$ cat src/rtl/pwl_activation_unit.sv
// pwl_activation_unit: piecewise-linear activation with two runtime-writable
// lookup tables (bank 0 = tanh, bank 1 = sigmoid) and a 3-stage pipeline.
// Build option: define PWL_INTERP_EN to interpolate linearly between adjacent
// table entries; leave it undefined for a step function (out_data = base).
// Latency and handshake behaviour are the same in both builds.
module pwl_activation_unit #(
  parameter int DATA_W = 8,
  parameter int ADDR_W = 4,
  parameter int FRAC_W = 4
) (
  input  logic                              clk,
  input  logic                              rst_n,
  input  logic                              in_valid,
  output logic                              in_ready,
  input  logic signed [ADDR_W+FRAC_W-1:0]   in_data,
  input  logic                              in_bank,
  output logic                              out_valid,
  input  logic                              out_ready,
  output logic signed [DATA_W-1:0]          out_data,
  input  logic                              lut_we,
  input  logic                              lut_bank,
  input  logic        [ADDR_W-1:0]          lut_waddr,
  input  logic signed [DATA_W-1:0]          lut_wdata
);

  localparam int IN_W  = ADDR_W + FRAC_W;
  localparam int DEPTH = 1 << ADDR_W;

`ifdef PWL_INTERP_EN
  localparam int SUM_W  = DATA_W + 2;
  localparam int PROD_W = DATA_W + FRAC_W + 2;
  localparam logic [ADDR_W-1:0] IDX_MAX  = {1'b0, {(ADDR_W-1){1'b1}}};
  localparam logic [ADDR_W-1:0] IDX_ONES = {ADDR_W{1'b1}};
  localparam logic [ADDR_W-1:0] IDX_ONE  = {{(ADDR_W-1){1'b0}}, 1'b1};
  localparam logic signed [SUM_W-1:0] SAT_MAX = SUM_W'((2 ** (DATA_W-1)) - 1);
  localparam logic signed [SUM_W-1:0] SAT_MIN = ~SAT_MAX;

  // Clamp a widened sum into the signed DATA_W range.
  function automatic logic signed [DATA_W-1:0] sat(input logic signed [SUM_W-1:0] v);
    if (v > SAT_MAX)      return SAT_MAX[DATA_W-1:0];
    else if (v < SAT_MIN) return SAT_MIN[DATA_W-1:0];
    else                  return v[DATA_W-1:0];
  endfunction
`endif

  // Table storage and pipeline state.
  logic signed [DATA_W-1:0] lut_q [2][DEPTH];
  logic signed [DATA_W-1:0] lut_d [2][DEPTH];

  logic                     vld_p1_q, vld_p1_d;
  logic [ADDR_W-1:0]        idx_p1_q, idx_p1_d;
  logic                     bank_p1_q, bank_p1_d;
  logic signed [DATA_W-1:0] base_p1;

  logic                     vld_p2_q, vld_p2_d;
  logic signed [DATA_W-1:0] base_p2_q, base_p2_d;

  logic                     out_valid_q, out_valid_d;
  logic signed [DATA_W-1:0] out_data_q, out_data_d;
  logic signed [DATA_W-1:0] result_p2;

`ifdef PWL_INTERP_EN
  logic [FRAC_W-1:0]        frac_p1_q, frac_p1_d;
  logic [ADDR_W-1:0]        idx_inc_p1;
  logic signed [DATA_W-1:0] next_p1;
  logic signed [DATA_W:0]   diff_p1;
  logic signed [PROD_W-1:0] diff_x_p1, frac_x_p1;
  logic signed [PROD_W-1:0] prod_p2_q, prod_p2_d;
  logic signed [SUM_W-1:0]  shift_p2, sum_p2;
`else
  logic unused_frac;
  assign unused_frac = ^in_data[FRAC_W-1:0];
`endif

  // A stalled output freezes every stage at once.
  logic stall, adv;
  assign stall     = out_valid_q & ~out_ready;
  assign adv       = ~stall;
  assign in_ready  = adv;
  assign out_valid = out_valid_q;
  assign out_data  = out_data_q;

  // Table write port; never gated by a stall.
  always_comb begin
    lut_d = lut_q;
    if (lut_we) lut_d[lut_bank][lut_waddr] = lut_wdata;
  end

  // S1: capture segment index, fraction and bank of the accepted operand.
  always_comb begin
    vld_p1_d  = vld_p1_q;
    idx_p1_d  = idx_p1_q;
    bank_p1_d = bank_p1_q;
`ifdef PWL_INTERP_EN
    frac_p1_d = frac_p1_q;
`endif
    if (adv) begin
      vld_p1_d = in_valid;
      if (in_valid) begin
        idx_p1_d  = in_data[IN_W-1:FRAC_W];
        bank_p1_d = in_bank;
`ifdef PWL_INTERP_EN
        frac_p1_d = in_data[FRAC_W-1:0];
`endif
      end
    end
  end

  // S1 fetch: read base and neighbour from the current table contents.
  always_comb begin
    base_p1 = lut_q[bank_p1_q][idx_p1_q];
`ifdef PWL_INTERP_EN
    idx_inc_p1 = idx_p1_q + IDX_ONE;
    next_p1    = lut_q[bank_p1_q][idx_inc_p1];
    if (idx_p1_q == IDX_MAX)       next_p1 = base_p1;
    else if (idx_p1_q == IDX_ONES) next_p1 = lut_q[bank_p1_q][{ADDR_W{1'b0}}];
`endif
  end

`ifdef PWL_INTERP_EN
  assign diff_p1   = (DATA_W+1)'(next_p1) - (DATA_W+1)'(base_p1);
  assign diff_x_p1 = PROD_W'(diff_p1);
  assign frac_x_p1 = PROD_W'({1'b0, frac_p1_q});
`endif

  // S2: form the slope product (or just carry base in the step build).
  always_comb begin
    vld_p2_d  = vld_p2_q;
    base_p2_d = base_p2_q;
`ifdef PWL_INTERP_EN
    prod_p2_d = prod_p2_q;
`endif
    if (adv) begin
      vld_p2_d = vld_p1_q;
      if (vld_p1_q) begin
        base_p2_d = base_p1;
`ifdef PWL_INTERP_EN
        prod_p2_d = diff_x_p1 * frac_x_p1;
`endif
      end
    end
  end

`ifdef PWL_INTERP_EN
  assign shift_p2  = SUM_W'(prod_p2_q >>> FRAC_W);
  assign sum_p2    = SUM_W'(base_p2_q) + shift_p2;
  assign result_p2 = sat(sum_p2);
`else
  assign result_p2 = base_p2_q;
`endif

  // S3: output register; data only changes when a valid result lands.
  always_comb begin
    out_valid_d = out_valid_q;
    out_data_d  = out_data_q;
    if (adv) begin
      out_valid_d = vld_p2_q;
      if (vld_p2_q) out_data_d = result_p2;
    end
  end

  // Control, output and table state with asynchronous clear.
  always_ff @(posedge clk or negedge rst_n) begin
    if (!rst_n) begin
      vld_p1_q    <= 1'b0;
      vld_p2_q    <= 1'b0;
      out_valid_q <= 1'b0;
      out_data_q  <= '0;
      for (int b = 0; b < 2; b++)
        for (int i = 0; i < DEPTH; i++)
          lut_q[b][i] <= '0;
    end else begin
      vld_p1_q    <= vld_p1_d;
      vld_p2_q    <= vld_p2_d;
      out_valid_q <= out_valid_d;
      out_data_q  <= out_data_d;
      lut_q       <= lut_d;
    end
  end

  // Datapath registers; qualified by the valids, so no reset needed.
  always_ff @(posedge clk) begin
    idx_p1_q  <= idx_p1_d;
    bank_p1_q <= bank_p1_d;
    base_p2_q <= base_p2_d;
`ifdef PWL_INTERP_EN
    frac_p1_q <= frac_p1_d;
    prod_p2_q <= prod_p2_d;
`endif
  end

endmodule

$ cat config.mk
export PLATFORM = sky130hd
export DESIGN_NAME = pwl_activation_unit
export DESIGN_NICKNAME = d
export VERILOG_FILES = /design/src/rtl/pwl_activation_unit.sv
export SDC_FILE = /design/constraint.sdc
export NUM_CORES = 1
export LEC_CHECK = 0
export CAP_MARGIN = 10
export CORE_MARGIN = 8
export CORE_UTILIZATION = 55
export CTS_CLUSTER_DIAMETER = 150
export DETAILED_ROUTE_END_ITERATION = 16
export PLACE_DENSITY = 0.72
export REMOVE_ABC_BUFFERS = 1
export SYNTH_ARGS = -nofsm -noshare
export SYNTH_HDL_FRONTEND = slang
export SYNTH_SLANG_ARGS = --single-unit
$ cat constraint.sdc
create_clock -name clk -period 2.76 [get_ports clk]
set_input_delay 0.276 -clock clk [delete_from_list [all_inputs] [get_ports clk]]
set_output_delay 0.276 -clock clk [all_outputs]
set_load 0.01 [all_outputs]
# [After elaboration in Yosys (flattened, before gate mapping)]
# Cells that the tools add are included.
[word_totals] register_bits=280 wordCells=68 input_bits=27 output_inout_bits=10
[classes] bitwise_logic=7 n_reduce_logical=5 magnitude_cmp=6 n_mux=11
[ops] cell="two-way mux 128 bit" n=4
[ops] cell="bitwise mux 256 bit" n=1
[ops] cell="demux 128 bit (select 1 bit)" n=1
[ops] cell="binary-select mux 8 bit (select 4 bit)" n=1
[ops] cell="demux 8 bit (select 4 bit)" n=1
[ops] cell="two-way mux 8 bit" n=3
[ops] cell=">= comparator 5 bit (second input constant)" n=2
[ops] cell="NOT 4 -> 5 bit" n=2
[ops] cell="AND reduction 2 bit" n=3
[ops] cell="less-than comparator 5 x 1 -> 1 bit (second input constant)" n=1
[ops] cell=">= comparator 2 bit (second input constant)" n=2
[ops] cell="NOT 1 -> 2 bit" n=2
[ops] cell="logical AND 1 bit" n=2
[ops] cell="less-than comparator 2 x 1 -> 1 bit (second input constant)" n=1
[ops] cell="NOT 1 bit" n=2
[ops] cell="AND 1 bit" n=1

# [Logic depth before layout (Yosys ltp)]
# Gate-level depths: netlist of the first run.
[logic_depth] depth_word=8 ltp_mapped=5 depth_no_buf=3

# [Worst setup path before layout of the first run]
# OpenSTA, ideal clock, no wires.
[synth_path] path_type="register -> register" start="register idx_p1_q[1]" end="register base_p2_q[0], data pin" path_buffers=2 stages_incl_launch_ff=6 slack_ps=511 period_less_slack_ps=2249 t_required_ps=2500 t_arrival_ps=1990 setup_time_ps=260 cell_sequence="edfxtp_1 -> clkbuf_1 -> buf_1 -> mux4_2 -> mux4_2 -> mux2_2"
[synth_via] elab_chain_cells=4
[synth_rtl] element="from (decl)" line_no="51" source="logic [ADDR_W-1:0] idx_p1_q, idx_p1_d;"
[synth_rtl] element="from (signal assigned)" line_no="183" source="idx_p1_q <= idx_p1_d;"
[synth_rtl] element="NOT 4 -> 5 bit (not written as such)" line_no="111" source="base_p1 = lut_q[bank_p1_q][idx_p1_q];"
[synth_rtl] element="binary-select mux 8 bit (select 4 bit)" line_no="111"
[synth_rtl] element="two-way mux 8 bit (not written as such) (2 in series)" line_no="111"
[synth_rtl] element="named net base_p1[0]" line_no="53" source="logic signed [DATA_W-1:0] base_p1;"
[synth_rtl] element="to (signal assigned)" line_no="185" source="base_p2_q <= base_p2_d;"
[synth_rtl] element="to (decl)" line_no="56" source="logic signed [DATA_W-1:0] base_p2_q, base_p2_d;"
# The timed path passes the listed nets, and every way through them passes these cells. The select of a mux whose other input is x is not followed.
# A chain may end at the register's enable or synchronous reset.

# [Worst setup path in the final report of the first run]
[layout_path] start="register idx_p1_q[0]" end="register base_p2_q[5], data pin"
# The elaborated chain is that of the path after synthesis.

==> implementation parameters, run 1 <==
Parameter                              Value

Timing
  Worst clock skew ... 7.76 ps
  Final Cycle Share ... 0.906
  Final-report setup violation count ... 0
  Number of max-slew violations in the final report ... 0
  Sum of negative setup slack ... 0 ps
  Final hold viol count ... 0
  Minimum setup slack in the final design ... 259 ps
  Top achievable clock speed ... 0.400 GHz
  Worst hold margin ... 291 ps
  RSZ-0062 raised after global routing ... no
  Worst slew pin tran ... 1230 ps
  Worst slew margin relative to its limit ... 0.180
  Min Tclk post-route ... 2500 ps

Routing
  1st-iter DRT viols ... 561
  Number of vias per cell after detailed routing ... 6.05
  DR WL/cell ... 24.5 um
  Total via count in the routed design ... 6658
  ANT nets after route ... 0
  Number of iterations in the first detailed-routing pass ... 4
  DRC Markers ... 0
  Wirelength, routed ... 27000 um

CTS
  Worst-Skew Late Latency ... 540 ps
  Count of hold buffers inserted by post-cts repair ... 1
  Post-CTS resize count ... 0
  Clock buffer count from CTS ... 30
  Root buffer cell ... clkbuf_16
  TritonCTS clock tree ... done
  Reg clk slew, reported paths ... 60 ps
  Deepest level of the CTS H-tree ... 1
  Post-CTS setup buffer count ... 0
  Clock Sink Count ... 280
  Deepest clock path buffer count ... 3

Synth
  Distinct cell type count of the synthesized netlist ... 22
  Post-synthesis cell area ... 0.0125 mm^2
  Number of enable-type register cells in the synthesized netlist ... 13
  Mean instance size in the synthesized netlist ... 16.8 um^2
  Warnings from Yosys ... 0
  Synthesis-stage register bit count ... 280
  Number of instances in the synthesized netlist ... 746
  Synth async-reset ratio ... 0.954
  Synth Flop Type ... dfrtp_1
  Portion of the post-synthesis area used by sequential elements ... 0.565

Critical path
  Beginning of the worst register-to-register path ... idx_p1_q[0]
  Worst-path fanout max ... 19
  Critical path start-end classification ... reg2reg
  Reg-to-reg slack, setup ... 260 ps
  Crit path arrival time ... 2790 ps
  CP Launch Type ... flop
  Worst r2r path cells ... 5
  Required time of the critical path ... 3050 ps
  Crit. End Element ... flop
  Reg-to-reg critical path endpoint ... base_p2_q[5]

Die
  Die footprint ... 0.0278 mm^2
  IO Pins ... 37
  Number of rows in the core area ... 55
  Starting Density ... 0.556
  Die Ht ... 167 um
  DIE WIDTH ... 167 um
  Core region area ... 0.0225 mm^2

Power and ir drop
  Leak ... 6.33 nW
  Relative contribution of the clock network to total power ... 0.361
  Worst ir drop on vdd ... 0.000444 V
  Pwr/cell area ... 815 mW/mm^2
  Net Sw Power ... 0.00280 W
  Internal Pwr Total ... 0.00895 W
  Combinational share of power ... 0.178
  Sw frac ... 0.239
  Seq pwr share ... 0.461

Worst hold path
  Startpoint of the worst hold path ... in_data[5]
  HP Class ... in2reg
  Hold Path Stages ... 1
  Endpoint of the worst hold path ... idx_p1_q[1]

Flow run
  Total of max-cap violations ... 0

Status
  Run status ... completed

Cells and area
  Number of diodes ... 0
  Area overhead of the layout relative to synthesis ... 15.2%
  Total number of nets in the final design ... 819
  Count of fill cells added during filler insertion ... 1536
  Share of cells above drive strength 1 ... 0.548

GRT
  Wire length of the first global-routing pass ... 43600 um
  Gr ovfl total ... 0
  Via count of the first global-routing pass ... 7288
  Global Route Usage Sum ... 0.200
  Number of antenna violations at the first check in global routing ... 0
  Largest net degree at the start of global routing ... 90

Place
  Total of buffers placed on input and output ports ... 32
  HPWL Detailed ... 18000 um
  Worst slack, placed ... 259 ps
  Final weighted congestion in routability-driven placement ... 0.783
==> cells by family (layout without fill, tap and decap cells) <==
group,Yosys count,in the layout,synth area share
mux,354,354,0.391
buf+inv,59,128,0.0205
flops,280,280,0.565
simple gates,53,53,0.0237
==> synthesized netlist by cell type (2+ instances only) <==
library cell	instances	area, um^2
mux2_2	274	3090
dfrtp_1	267	6680
mux4_2	80	1800
clkbuf_1	40	150
edfxtp_1	13	390
nand2_1	13	48.8
nor2_1	12	45.0
buf_1	8	30.0
buf_4	6	45.0
nand2b_1	6	37.5
nor2b_1	5	31.3
buf_2	4	20.0
and3_1	3	18.8
nand4b_1	3	26.3
or3_1	3	18.8
and2_1	2	12.5
nor4bb_1	2	20.0
==> flip-flops by register name (all words and copies together), names as in the netlist <==
register	flops
lut_q	256
base_p2_q	8
out_data	8
idx_p1_q	4
bank_p1_q	1
out_valid	1
vld_p1_q	1
vld_p2_q	1
==> worst max path at each step <==
| stage | depth (start not counted) | endpoint | start | slack [ps] |
|---|---|---|---|---|
| 2_1_floorplan | 3 | base_p2_q[0] | idx_p1_q[0] | -1470 |
| 3_3_place_gp | 5 | base_p2_q[5] | idx_p1_q[0] | 280 |
| 3_5_place_dp | 5 | base_p2_q[5] | idx_p1_q[0] | 260 |
| 4_1_cts | 5 | base_p2_q[5] | idx_p1_q[0] | 230 |
| 5_1_grt | 5 | base_p2_q[5] | idx_p1_q[0] | 170 |
| 6_report | 5 | base_p2_q[5] | idx_p1_q[0] | 260 |
==> placed cells by master (no fill, tap or decap), types with 4 or more instances in the layout <==
cell / instances
nor2_1: 12
nor2b_1: 5
dfrtp_1: 267
edfxtp_1: 13
clkbuf_1: 4
nand2b_1: 6
mux2_2: 274
clkbuf_8: 7
buf_4: 33
clkdlybuf4s50_1: 31
buf_12: 7
clkbuf_16: 32
bufinv_16: 4
mux4_2: 80
nand2_1: 13
==> per-stage QoR <==
stage                     area, um^2  power (W)   util  instances
after floorplan                12300    0.00675      -        687
after global placement         13300    0.00741  0.592       1044
after detailed placement       13300    0.00759  0.592       1044
after CTS                      14400     0.0119  0.641       1100
after global routing           14400     0.0123  0.641       1100
final                          14400     0.0118  0.641       1100
==> cell type report <==
type                       instances  area (um^2)  share of cell area
tap                              285          357              0.0247
clock inverter                    12          170              0.0118
multi-input combinational        407         5180               0.360
sequential                       280         7070               0.490
timing repair buffer              73          723              0.0502
clock buffer                      43          912              0.0633
==> routing by layer <==
metal / up-vias / track usage / wire, um
met3: 33 / 0.0409 / 1780
met2: 169 / 0.298 / 12300
met4: 0 / 0.0588 / 568
met5: - / 0 / 0
li1: 2881 / - / -
met1: 3575 / 0.294 / 12400
==> worst max-delay path: stages, from the launching register on <==
cell and delay (ps):
edfxtp_1 380, buf_12 200, buf_12 220, mux4_2 580
mux4_2 550, mux2_2 290
==> power groups by stage <==
stage          clock network [W]  logic [W]  registers [W]
4_1_cts                  0.00432    0.00212        0.00542
3_5_place_dp                   0    0.00211        0.00549
3_3_place_gp                   0    0.00202        0.00539
5_1_grt                  0.00451    0.00225        0.00552
6_report                 0.00424    0.00210        0.00542
2_1_floorplan                  0    0.00134        0.00541
Power figures use the tool's default switching activity.
==> run 2: changes to the inputs <==
--- a/config.mk
+++ b/config.mk
@@ -6,11 +6,13 @@
 export NUM_CORES = 1
 export LEC_CHECK = 0
 export CAP_MARGIN = 10
-export CORE_MARGIN = 8
+export CORE_MARGIN = 2
 export CORE_UTILIZATION = 55
 export CTS_CLUSTER_DIAMETER = 150
 export DETAILED_ROUTE_END_ITERATION = 16
-export PLACE_DENSITY = 0.72
+export DONT_BUFFER_PORTS = 1
+export GPL_TIMING_DRIVEN = 1
+export PLACE_DENSITY = 0.7
 export REMOVE_ABC_BUFFERS = 1
 export SYNTH_ARGS = -nofsm -noshare
 export SYNTH_HDL_FRONTEND = slang
==> run 2 against run 1 <==
  * The flow now finishes with violations (negative hold slack)
  * Routed wire length is 1.3% lower
  * Worst hold slack worse by 860 ps
  * First-iteration DRC count is 44% lower
  * Highest routed layer is now met5
==> implementation parameters, run 2 (synthesized netlist as in run 1, its figures left out) <==
Parameter                              Value

Timing
  RSZ-0062 raised after global routing ... no
  Min Tclk post-route ... 2410 ps
  Top achievable clock speed ... 0.415 GHz
  Final-report setup violation count ... 0
  Worst clock skew ... 5.62 ps
  Worst hold margin ... -566 ps
  Number of max-slew violations in the final report ... 0
  Final hold viol count ... 267
  Worst slew pin tran ... 1180 ps
  Final Cycle Share ... 0.873
  Worst slew margin relative to its limit ... 0.210

Routing
  Total via count in the routed design ... 6601
  Wirelength, routed ... 26600 um
  Number of vias per cell after detailed routing ... 6.22
  1st-iter DRT viols ... 312
  ANT nets after route ... 0
  Number of iterations in the first detailed-routing pass ... 4
  DRC Markers ... 0
  DR WL/cell ... 25.1 um

Power and ir drop
  Worst ir drop on vdd ... 0.000427 V
  Leak ... 6.15 nW
  Seq pwr share ... 0.488
  Combinational share of power ... 0.163
  Internal Pwr Total ... 0.00851 W
  Net Sw Power ... 0.00267 W
  Pwr/cell area ... 797 mW/mm^2
  Relative contribution of the clock network to total power ... 0.348
  Sw frac ... 0.239

Critical path
  Worst-path fanout max ... 22
  Reg-to-reg slack, setup ... 350 ps
  Required time of the critical path ... 3050 ps
  Crit path arrival time ... 2700 ps
  Worst r2r path cells ... 5
  CP Launch Type ... flop
  Reg-to-reg critical path endpoint ... base_p2_q[0]
  Critical path start-end classification ... reg2reg
  Crit. End Element ... flop
  Beginning of the worst register-to-register path ... idx_p1_q[0]

Cells and area
  Share of cells above drive strength 1 ... 0.558
  Most common cell after layout, fill and taps aside ... mux2_2
  Area overhead of the layout relative to synthesis ... 12.1%
  Most used cells in the layout excluding fill and tap cells ... mux2_2 (274), dfrtp_1 (267), mux4_2 (80)
  Most flop-heavy register ... lut_q
  Number of diodes ... 0
  Total number of nets in the final design ... 782
  Non-filler instance count after layout ... 1061
  Number of flip-flops in the largest register ... 256

Die
  Core region area ... 0.0225 mm^2
  Die Ht ... 155 um
  Die footprint ... 0.0240 mm^2
  IO Pins ... 37
  Starting Density ... 0.556
  Number of rows in the core area ... 55
  DIE WIDTH ... 155 um

GRT
  Global Route Usage Sum ... 0.233
  Wire length of the first global-routing pass ... 42000 um
  Gr ovfl total ... 0
  Via count of the first global-routing pass ... 7229
  Number of antenna violations at the first check in global routing ... 1
  Largest net degree at the start of global routing ... 268

Status
  Violations in the final reports ... negative hold slack
  Run status ... complete, but fails checks

CTS
  Count of hold buffers inserted by post-cts repair ... 14
  Clock buffer count from CTS ... 31
  Deepest clock path buffer count ... 3
  TritonCTS clock tree ... done
  Deepest level of the CTS H-tree ... 1
  Clock Sink Count ... 280
  Root buffer cell ... clkbuf_16
  Worst-Skew Late Latency ... 540 ps
  Reg clk slew, reported paths ... 60 ps

Worst hold path
  HP Class ... in2async

Flow run
  Total of max-cap violations ... 0

Place
  HPWL Detailed ... 16900 um
  Count of placed standard cells including taps ... 992
  Total of buffers placed on input and output ports ... 0
  Final weighted congestion in routability-driven placement ... 0.743
## run 2: cell types whose count changed in the layout (fill, tap and decap cells not counted), sizes merged
cell,delta
bufinv,-3
clkinvlp,-2
clkdlybuf4s50,-31
buf,-14
dlygate4sd3,+7
clkinv,+4
## run 2: cell type report
type | count | area [um^2]
multi-input cells | 407 | 5180
flip-flops and latches | 280 | 7070
fillers | 1603 | 8480
clock buffers | 43 | 901
clock inverters | 11 | 82.6
well taps | 285 | 357
repair buffers | 35 | 428
## run 2: power groups by stage
stage	Clock, W	Combinational, W	Sequential (W)
6_report	0.00390	0.00182	0.00546
5_1_grt	0.00416	0.00195	0.00556
4_1_cts	0.00398	0.00184	0.00546
3_5_place_dp	0	0.00174	0.00553
3_3_place_gp	0	0.00166	0.00543
2_1_floorplan	0	0.00134	0.00541
## run 2: worst max-delay path by stage
stage,start,cells past startpoint,end
floorplan,idx_p1_q[0],3,base_p2_q[0]
global placement,idx_p1_q[0],5,base_p2_q[3]
detailed placement,idx_p1_q[0],5,base_p2_q[3]
CTS,idx_p1_q[0],5,base_p2_q[2]
global route,idx_p1_q[0],5,base_p2_q[7]
finish,idx_p1_q[0],5,base_p2_q[0]
## run 2: through the flow
step	util	setup TNS, ps	power (W)	setup slack [ps]	cell area [um^2]
after floorplan	-	-11730	0.00675	-1470	12300
after global placement	0.570	0	0.00709	349	12800
after detailed placement	0.570	0	0.00727	367	12800
after CTS	0.623	0	0.0113	333	14000
after global routing	0.623	0	0.0117	276	14000
final	0.623	0	0.0112	350	14000
## run 2: critical path: stages, from the launching register on
cell and delay (ps):
edfxtp_1 380, buf_12 150, buf_12 210, mux4_2 580, mux4_2 520, mux2_2 290
## run 2: per-layer routing
layer	part of all wire	global-route usage	up-vias
met3	0.061	0.0446	48
met4	0.021	0.0507	2
met2	0.47	0.368	160
li1	-	-	2831
met5	0.00049	0	-
met1	0.44	0.343	3560
## run 2: repair_timing
item	in CTS	in global routing
setup buffers	0	0
hold endpoints to repair	529	267
gates resized for setup	0	0
==> run 3: changes to the inputs <==
--- a/config.mk
+++ b/config.mk
@@ -5,6 +5,7 @@
 export SDC_FILE = /design/constraint.sdc
 export NUM_CORES = 1
 export LEC_CHECK = 0
+export ABC_CLOCK_PERIOD_IN_PS = 2760
 export CAP_MARGIN = 10
 export CORE_MARGIN = 2
 export CORE_UTILIZATION = 55
==> results of run 3 <==
Final layout, timing and power as in run 2 (identical DEF).
